## config.mk

```make
export PLATFORM = sky130hd
export DESIGN_NAME = game_sequencer
export DESIGN_NICKNAME = d
export VERILOG_FILES = /design/src/rtl/game_sequencer.sv
export SDC_FILE = /design/constraint.sdc
export NUM_CORES = 1
export LEC_CHECK = 0
export CORE_MARGIN = 1.5
export CORE_UTILIZATION = 56
export CTS_BUF_LIST = sky130_fd_sc_hd__clkbuf_8
export CTS_CLUSTER_DIAMETER = 60
export DETAILED_ROUTE_END_ITERATION = 6
export GPL_TIMING_DRIVEN = 1
export PLACE_DENSITY_LB_ADDON = 0.05
export SYNTH_ARGS = -nofsm -noshare
export SYNTH_HDL_FRONTEND = slang
export SYNTH_SLANG_ARGS = --single-unit
export TNS_END_PERCENT = 50
```

## constraint.sdc

```tcl
create_clock -name clk -period 2.6 [get_ports clk]
set_input_delay 0.65 -clock clk [delete_from_list [all_inputs] [get_ports clk]]
set_output_delay 0.65 -clock clk [all_outputs]
set_load 0.05 [all_outputs]
```

## src/rtl/game_sequencer.sv

```systemverilog
// rtl/game_sequencer.sv - two-player battleship turn sequencer with ack timeout
module game_sequencer #(
    parameter int WIN_HITS    = 17,
    parameter int ACK_TIMEOUT = 255
) (
    input  logic       clk,
    input  logic       reset,
    input  logic       enter,
    input  logic       place_done,
    input  logic       shot_valid,
    input  logic       fire_ack,
    input  logic       fire_hit,
    output logic       start,
    output logic [1:0] place_en,
    output logic       active_player,
    output logic       fire_req,
    output logic [4:0] p1_hits,
    output logic [4:0] p2_hits,
    output logic [1:0] winner,
    output logic       timeout_err,
    output logic [2:0] state
);

    typedef enum logic [2:0] {
        ST_START  = 3'd0,
        ST_PLACE1 = 3'd1,
        ST_PLACE2 = 3'd2,
        ST_TURN1  = 3'd3,
        ST_FIRE1  = 3'd4,
        ST_TURN2  = 3'd5,
        ST_FIRE2  = 3'd6,
        ST_OVER   = 3'd7
    } state_t;

    localparam logic [4:0] WIN_LIM = 5'(WIN_HITS);
    localparam logic [7:0] ACK_LIM = 8'(ACK_TIMEOUT);

    // Enter-key synchronizer and edge detector
    logic       sync1_q;
    logic       sync2_q;
    logic       prev_q;
    logic       armed_q;
    logic [1:0] fill_q;
    logic       enter_rise;

    // Registered FSM state and outputs
    state_t     state_q, state_d;
    logic       start_q;
    logic [1:0] place_en_q;
    logic       fire_req_q;
    logic       active_q, active_d;
    logic [4:0] p1_hits_q, p1_hits_d;
    logic [4:0] p2_hits_q, p2_hits_d;
    logic [1:0] winner_q, winner_d;
    logic       terr_q, terr_d;
    logic [7:0] tmo_q, tmo_d;

    // Saturating hit increments and timeout increment
    logic [4:0] p1_inc;
    logic [4:0] p2_inc;
    logic [4:0] p1_after;
    logic [4:0] p2_after;
    logic [7:0] tmo_inc;

    // Two-flop synchronizer; edge detection stays disarmed until the
    // synchronized level has been seen low after reset, so a key held
    // through reset does not count as a press.
    always_ff @(posedge clk or negedge reset) begin
        if (!reset) begin
            sync1_q <= 1'b0;
            sync2_q <= 1'b0;
            prev_q  <= 1'b0;
            armed_q <= 1'b0;
            fill_q  <= 2'b00;
        end else begin
            sync1_q <= enter;
            sync2_q <= sync1_q;
            prev_q  <= sync2_q;
            fill_q  <= {fill_q[0], 1'b1};
            if (fill_q[1] && !sync2_q) begin
                armed_q <= 1'b1;
            end
        end
    end

    assign enter_rise = sync2_q & ~prev_q & armed_q;

    assign p1_inc   = (p1_hits_q == 5'd31) ? 5'd31 : p1_hits_q + 5'd1;
    assign p2_inc   = (p2_hits_q == 5'd31) ? 5'd31 : p2_hits_q + 5'd1;
    assign p1_after = fire_hit ? p1_inc : p1_hits_q;
    assign p2_after = fire_hit ? p2_inc : p2_hits_q;
    assign tmo_inc  = tmo_q + 8'd1;

    // Next-state logic: each state only reacts to the event legal for it
    always_comb begin
        state_d   = state_q;
        p1_hits_d = p1_hits_q;
        p2_hits_d = p2_hits_q;
        winner_d  = winner_q;
        tmo_d     = tmo_q;
        terr_d    = 1'b0;
        case (state_q)
            ST_START: begin
                if (enter_rise) state_d = ST_PLACE1;
            end
            ST_PLACE1: begin
                if (place_done) state_d = ST_PLACE2;
            end
            ST_PLACE2: begin
                if (place_done) state_d = ST_TURN1;
            end
            ST_TURN1: begin
                if (shot_valid) begin
                    state_d = ST_FIRE1;
                    tmo_d   = 8'd0;
                end
            end
            ST_TURN2: begin
                if (shot_valid) begin
                    state_d = ST_FIRE2;
                    tmo_d   = 8'd0;
                end
            end
            ST_FIRE1: begin
                if (fire_ack) begin
                    p1_hits_d = p1_after;
                    tmo_d     = 8'd0;
                    if (p1_after == WIN_LIM) begin
                        state_d  = ST_OVER;
                        winner_d = 2'b01;
                    end else begin
                        state_d = ST_TURN2;
                    end
                end else if (tmo_inc == ACK_LIM) begin
                    state_d = ST_TURN1;
                    terr_d  = 1'b1;
                    tmo_d   = 8'd0;
                end else begin
                    tmo_d = tmo_inc;
                end
            end
            ST_FIRE2: begin
                if (fire_ack) begin
                    p2_hits_d = p2_after;
                    tmo_d     = 8'd0;
                    if (p2_after == WIN_LIM) begin
                        state_d  = ST_OVER;
                        winner_d = 2'b10;
                    end else begin
                        state_d = ST_TURN1;
                    end
                end else if (tmo_inc == ACK_LIM) begin
                    state_d = ST_TURN2;
                    terr_d  = 1'b1;
                    tmo_d   = 8'd0;
                end else begin
                    tmo_d = tmo_inc;
                end
            end
            ST_OVER: begin
                if (enter_rise) begin
                    state_d   = ST_START;
                    winner_d  = 2'b00;
                    p1_hits_d = 5'd0;
                    p2_hits_d = 5'd0;
                end
            end
            default: state_d = ST_START;
        endcase
    end

    // Shooter identity follows the turn states and holds elsewhere
    always_comb begin
        active_d = active_q;
        case (state_d)
            ST_TURN1, ST_FIRE1: active_d = 1'b0;
            ST_TURN2, ST_FIRE2: active_d = 1'b1;
            default:            active_d = active_q;
        endcase
    end

    // State register with outputs decoded from the next state so they align with it
    always_ff @(posedge clk or negedge reset) begin
        if (!reset) begin
            state_q    <= ST_START;
            start_q    <= 1'b1;
            place_en_q <= 2'b00;
            fire_req_q <= 1'b0;
            active_q   <= 1'b0;
            p1_hits_q  <= 5'd0;
            p2_hits_q  <= 5'd0;
            winner_q   <= 2'b00;
            terr_q     <= 1'b0;
            tmo_q      <= 8'd0;
        end else begin
            state_q    <= state_d;
            start_q    <= (state_d == ST_START);
            place_en_q <= {state_d == ST_PLACE2, state_d == ST_PLACE1};
            fire_req_q <= (state_d == ST_FIRE1) || (state_d == ST_FIRE2);
            active_q   <= active_d;
            p1_hits_q  <= p1_hits_d;
            p2_hits_q  <= p2_hits_d;
            winner_q   <= winner_d;
            terr_q     <= terr_d;
            tmo_q      <= tmo_d;
        end
    end

    assign state         = state_q;
    assign start         = start_q;
    assign place_en      = place_en_q;
    assign fire_req      = fire_req_q;
    assign active_player = active_q;
    assign p1_hits       = p1_hits_q;
    assign p2_hits       = p2_hits_q;
    assign winner        = winner_q;
    assign timeout_err   = terr_q;

endmodule

```

## Word-level counts from Yosys, hierarchy flattened

Index checks and enable logic that the tools add are counted.

| storage, ports and cells | value |
|---|---|
| bits in registers | 35 |
| bits in latches | 0 |
| RAM bits | 0 |
| ROM bits | 0 |
| output and inout port bits | 21 |
| word-level logic and storage cells | 99 |
| memories kept | 0 |

| operators by class | value |
|---|---|
| $add $sub $neg | 3 |
| multiply operators | 0 |
| div/mod/pow operators | 0 |
| order comparisons | 0 |
| equal/unequal tests | 24 |
| shift operators | 0 |
| mux-type cells | 36 |
| bitwise operators | 3 |
| reduce and logical (&&, ||, !) cells | 18 |

Operator list:

| cell | count |
|---|---|
| 5-bit 2-to-1 mux | 7 |
| 3-bit 2-to-1 mux | 11 |
| 8-bit 2-to-1 mux | 3 |
| 3-bit one-hot mux with 8 select lines | 1 |
| 3-bit equality test, second input constant | 7 |
| 5-bit equality test, second input constant | 4 |
| 5-bit one-hot mux with 2 select lines | 2 |
| 8-bit one-hot mux with 2 select lines | 1 |
| 3-bit by 2-bit equality test with 1-bit output, second input constant | 4 |
| 2-bit 2-to-1 mux | 6 |
| 5-bit by 1-bit adder with 5-bit output, second input constant | 2 |
| 2-bit != test, second input constant | 5 |
| 8-bit by 1-bit adder with 8-bit output, second input constant | 1 |
| 8-bit equality test, second input constant | 1 |
| 2-bit nonzero test | 4 |
| 2-bit OR reduction | 4 |
| 3-bit by 1-bit equality test with 1-bit output, second input constant | 2 |
| 3-bit logical NOT | 2 |
| 2-bit one-hot mux with 3 select lines | 1 |
| 3-bit AND reduction | 2 |
| 6-bit AND reduction | 1 |
| 1-bit 2-to-1 mux | 3 |
| 3-bit nonzero test | 1 |
| 1-bit bitwise AND | 2 |
| 7 further kinds | 7 |

## Logic depth before layout (Yosys ltp)

| depth | value |
|---|---|
| word-level depth | 10 |
| depth in mapped cells | 9 |

## Worst setup path before layout

Ideal clock, no wire load.

| timing | value |
|---|---|
| path kind | reg-to-reg |
| start | register p2_hits_q[0] (netlist: p2_hits[0]) |
| end | register active_q (netlist: active_player) |
| setup time | 0.123 ns |
| arrival | 2.422 ns |
| data required time | 2.477 ns |
| path slack | 0.055 ns |
| stages on the path, launching flop included | 9 |
| buffers on the path | 0 |
| period minus slack after synthesis | 2.545 ns |
| path through | dfrtp_1 ha_1 nand3_1 o41ai_1 o22a_2 a2bb2oi_1 o21ai_2 or2b_2 o221a_2 |

| between the ends | value |
|---|---|
| cells in the longest elaborated chain, start to end | 10 |
| elaborated cells on any way between the ends | 16 |

Ends and longest elaborated chain:

| item | RTL line | source |
|---|---|---|
| start: declaration | 53 | `logic [4:0] p2_hits_q, p2_hits_d;` |
| start signal: assignment | 202 | `p2_hits_q <= p2_hits_d;` |
| 5-bit by 1-bit adder with 5-bit output / 5-bit equality test (equally long branches) | 89 | `assign p2_inc = (p2_hits_q == 5'd31) ? 5'd31 : p2_hits_q + 5'd1;` |
| 5-bit 2-to-1 mux | 89 |  |
| 5-bit 2-to-1 mux * | 91 | `assign p2_after = fire_hit ? p2_inc : p2_hits_q;` |
| 5-bit equality test * | 146 | `if (p2_after == WIN_LIM) begin` |
| 3-bit 2-to-1 mux * | 146 |  |
| 3-bit 2-to-1 mux * | 143 | `if (fire_ack) begin` |
| 3-bit one-hot mux with 8 select lines * | 102 | `case (state_q)` |
| via state_d[2] | 47 | `state_t state_q, state_d;` |
| 3-bit equality test / 3-bit by 2-bit equality test with 1-bit output (equally long branches) | 175 | `case (state_d)` |
| 2-bit OR reduction | 175 |  |
| 1-bit one-hot mux with 2 select lines / 2-bit nonzero test (equally long branches) | n/a |  |
| end signal: assignment | 200 | `active_q <= active_d;` |
| end: declaration | 51 | `logic active_q, active_d;` |

The timed path passes the listed nets; every way through them passes the cells marked *.
A chain may end at the register's enable or synchronous reset.

## Worst setup path after layout

| timing | value |
|---|---|
| start | register state_q[1] (netlist: state[1]) |
| end | output state[1] |

RTL lines:

| item | RTL line | source |
|---|---|---|
| start: declaration | 47 |  |
| start signal: assignment | 196 | `state_q <= state_d;` |
| end: declaration | 21 | `output logic [2:0] state` |

No word-level cell between the ends.

==> results.md <==
Drt:
- Wires add up to 4360 um.
- The remaining design rule violation count is 0.
- The number of nets with antenna violations after detailed routing is 0.
- The per-cell routed wire length is approximately 15 um.
- The total via count in the routed design is around 1800.
- For this block, the initial DRC count from the detailed router was 148.
- Using the TritonRoute via totals, the vias-per-cell ratio works out to about 6.
- Before antenna repair, the detailed router went through 4 iterations.

Power and ir drop:
- The internal portion of the total power is 0.00138 W.
- In this run switching power makes up 44.6% of total power.
- The proportion of power drawn by flip-flops and latches is 34.2%.
- Dividing total power by cell area gives a power density of 1020 nW/um^2.
- Overall power consumption after layout is estimated at 0.00250 W.
- The relative contribution of combinational cells to total power is 49.9%.
- VDD sags by at most 730 uV.
- For this design the total switching power over the nets is 0.00111 W.
- In this run the static leakage power is 1.06 nW.
- The power share of the clock group is approximately 16%.

Yosys:
- The synthesized netlist devotes 2.66% of its cell area to XOR and XNOR gates.
- Summing the areas of all compound-gate instances in the mapped netlist gives 22.9% of the synthesized area.
- The number of cells produced by synthesis is 204.
- A synthesized cell averages 9.69 sq um.
- During synthesis, Yosys emitted a total of 0 warnings.
- In the synthesized netlist the dominant register cell turns out to be dfrtp_1.
- The top cell type by area accounts for 43.0% of the synthesized area.
- Yosys mapped the design onto between 50 and 60 distinct sky130hd cell types.
- Of the total synthesized cell area, the portion taken by AND, OR, NAND and NOR gates is 20.7%.
- dfrtp_1 takes more of the synthesized area than any other cell.
- Counting flops and latches in the post-synthesis netlist gives 35.
- The synthesized netlist devotes about 2.5% of its cell area to adder and majority cells.
- The number of enable-type register cells in the synthesized netlist is 0.
- The mux contribution to synthesized area is under 10%.
- In the post-synthesis netlist, the biggest area contributors are dfrtp_1 43%, o21ai_0 3.8%, nor2_1 3.4%.
- The synthesized netlist occupies a cell area of 1980 sq um.
- The share of synthesized flip-flops with an asynchronous set or reset is 100%.
- By area, the combinational part of the netlist is dominated by compound AO/OA/AOI/OAI gates.
- Sequential elements use between 40 and 50% of the synthesized area.
- Synthesis produced a netlist with a net count of 215.

Worst setup path:
- The path type of the worst setup path is reg -> out.
- The kind of cell with the highest combined delay on the critical path is buffers and inverters.
- The worst setup path is captured at a primary output.
- Together, buffers and inverters on the worst path number 1.
- Among all stages on the critical path, the largest delay is contributed by clkdlybuf4s50_1.
- The startpoint type of the worst setup path is a flip-flop.
- The maximum fanout along the worst path is 17.
- The worst endpoint required time is between 1500 and 2000 ps.
- In this design, the stage delay of the slowest critical-path cell is 900 ps.
- Traced cell by cell, the critical path runs through clkdlybuf4s50_1.
- Data arrives at the worst endpoint at between 1500 and 2000 ps.

CTS:
- The hold buffer count at CTS is 0.
- The clock slew seen by the registers of the worst setup and hold paths is 60 ps.
- The number of clock sinks seen by CTS is 35.
- In this run, CTS created clock tree buffers numbering 5.
- TritonCTS built the clock tree.
- For the worst-skew pair, the clock arrives at the later sink with an insertion delay of 290 ps.
- The longest clock path from root to sink contains 2 buffers.
- The cell at the root of the clock tree is clkbuf_8.
- The count of H-tree levels built during CTS is 2.

STA:
- The worst pin sits at a relative slew slack of 60.1%.
- After layout, the worst setup slack is approximately 110 ps.
- The shortest clock period the worst path allows after layout is 2490 ps.
- The final critical-path share of the clock period is 95.7%.
- The actual transition at the worst max-transition pin is about 600 ps.
- Setup violations remaining at the end of the flow were counted as 0.
- Based on the critical path, the design can be clocked at up to 402 MHz.
- The final hold violation count is 0.
- Across the routed clock network, the largest skew measured is 5.70 ps.
- Setup repair after global routing could not meet its margin everywhere.
- The number of max-slew violations in the final report came to 0.

Die:
- The area of the die is 3900 sq um.
- The count of boundary I/O pins is 28.
- The core region is 3360 sq um.
- The effective utilization at floorplan is 58.8%.
- Measured along the x axis, the die boundary spans 62.4 um.
- From bottom edge to top edge, the die measures 62.4 um.
- The floorplan has 21 rows.

Outcome:
- The flow ran to the end, and the final reports show no timing, DRC or antenna violations.

Global route:
- The via count of the first global-routing pass was ~1700.
- The initial antenna violation count is 0.
- For this run, the total global-route usage over all layers was measured as 24.6%.
- The met3 track utilization from global routing is approximately 5.4%.
- The residual overflow from global routing is 0.
- The first global-routing pass estimated 7670 um of wire.
- The global-route track usage on met1 is 29.5%.
- The maximum number of pins on one net before global-route repair is 36.
- The layer flagged by global routing as most heavily used is met2.
- For this run, global-route usage on met2 was measured as 43.1%.

Hold path:
- The tightest min-delay check is of the reg -> reg type.

Final layout:
- The total inserted antenna cells is 0.
- In the layout the commonest cells are 34 x dfrtp_1, 26 x clkdlybuf4s50_1, 18 x nor2_1.
- The fill cell instance count of the final layout is approximately 270.
- The most frequent standard cell in the layout excluding fill and tap cells is dfrtp_1.
- The share of cells above drive strength 1 is between 10% and 20%.
- The final standard cell area without fillers is about 2500 sq um.
- The count of nets after finishing is 259.
- The growth of design area from synthesis to finish is 24.2%.

Run:
- The max-cap violation count is 0.

Placement:
- The port buffer count is 27.
- After legalization and detailed placement, the total HPWL measured 3100 um.
- The post-place setup slack is -223 ps.
- The instance area at placement is 2360 sq um.
- Routability-driven placement finished with a final weighted congestion of ~0.87.
[power groups by stage]
stage / clock (W) / combinational (W) / sequential [W]
after floorplan: 0 / 0.000563 / 0.00114
after global placement: 0 / 0.00121 / 0.000851
after detailed placement: 0 / 0.00124 / 0.000862
after CTS: 0.000406 / 0.00125 / 0.000854
after global routing: 0.000430 / 0.00134 / 0.000884
final: 0.000396 / 0.00125 / 0.000855
[cell type report]
cell class,count,area [sq um],area share [%]
sequential,35,877,35.7
clock buffer,6,82.6,3.36
tap,46,57.6,2.34
timing repair buffer,44,400,16.3
multi-input combinational,154,998,40.7
inverter,8,30.0,1.22
clock inverter,2,8.76,0.357
[flip-flops by register name (all words and copies together), names as in the netlist]
register	count
state	3
place_en	2
tmo_q	8
armed_q	1
sync1_q	1
prev_q	1
p2_hits	5
timeout_err	1
sync2_q	1
p1_hits	5
active_player	1
fire_req	1
start	1
fill_q	2
winner	2
[worst paths after layout]
path	start	end	slack, ps	cells after the start
setup / recovery	state[1]$_DFF_PN0_	state[1]	110	1
hold / removal	sync1_q$_DFF_PN0_	sync2_q$_DFF_PN0_	350	0
setup reg to reg	tmo_q[1]$_DFFE_PN0P_	active_player$_DFFE_PN0P_	130	7
hold reg to reg	sync1_q$_DFF_PN0_	sync2_q$_DFF_PN0_	350	0
max in group asynchronous	reset	start$_DFF_PN1_	1480	2
min in group asynchronous	reset	p2_hits[2]$_DFFE_PN0P_	780	2
[cell families (layout without fill, tap and decap cells)]
| family | count (synthesis) | count (layout) |
|---|---|---|
| XOR/XNOR | 6 | 6 |
| adder cells (fa/ha/maj) | 4 | 4 |
| AO/OA/AOI/OAI | 65 | 65 |
| multiplexers | 3 | 3 |
| flip-flops | 35 | 35 |
| buffers and inverters | 15 | 60 |
| AND/OR/NAND/NOR | 75 | 75 |
| other | 1 | 1 |
[per-stage QoR]
step           utilization [%]  instances  setup TNS [ps]  hold slack, ps
2_1_floorplan                -        204               0             331
3_3_place_gp              70.2        287            -347             333
3_5_place_dp              70.2        287            -776             342
4_1_cts                   72.9        295               0             357
5_1_grt                   73.0        295           -2.62             363
6_report                  73.0        295               0             353
[synth_stat cells (2+ instances only)]
master and number:
dfrtp_1 34, nor2_1 18, o21ai_0 15, nand2_1 14, a21oi_1 13, inv_1 8
nand3_1 7, nand3b_1 6, nor3_1 6, a211oi_1 4, and3_1 4, ha_1 4
nand4_1 4, xor2_1 4, a21o_1 3, a31oi_1 3, mux2i_1 3, o21ai_2 3
a21boi_0 2, a21o_2 2, a32oi_1 2, clkbuf_8 2, nor2b_1 2, nor3b_1 2
o22ai_1 2, o41ai_1 2, or2b_2 2, or3_1 2, xnor2_1 2
[repair_timing]
action,CTS,global route
setup endpoints to repair,0,3
gates resized for setup,0,1
setup buffers,0,0
[per-layer routing]
layer | up-vias | part of all wire, %
met2 | 52 | 52
met5 | - | 0
met4 | 0 | 1.7
met3 | 8 | 5.0
li1 | 841 | -
met1 | 862 | 42
Note: power is estimated with default switching activity, not from simulation.
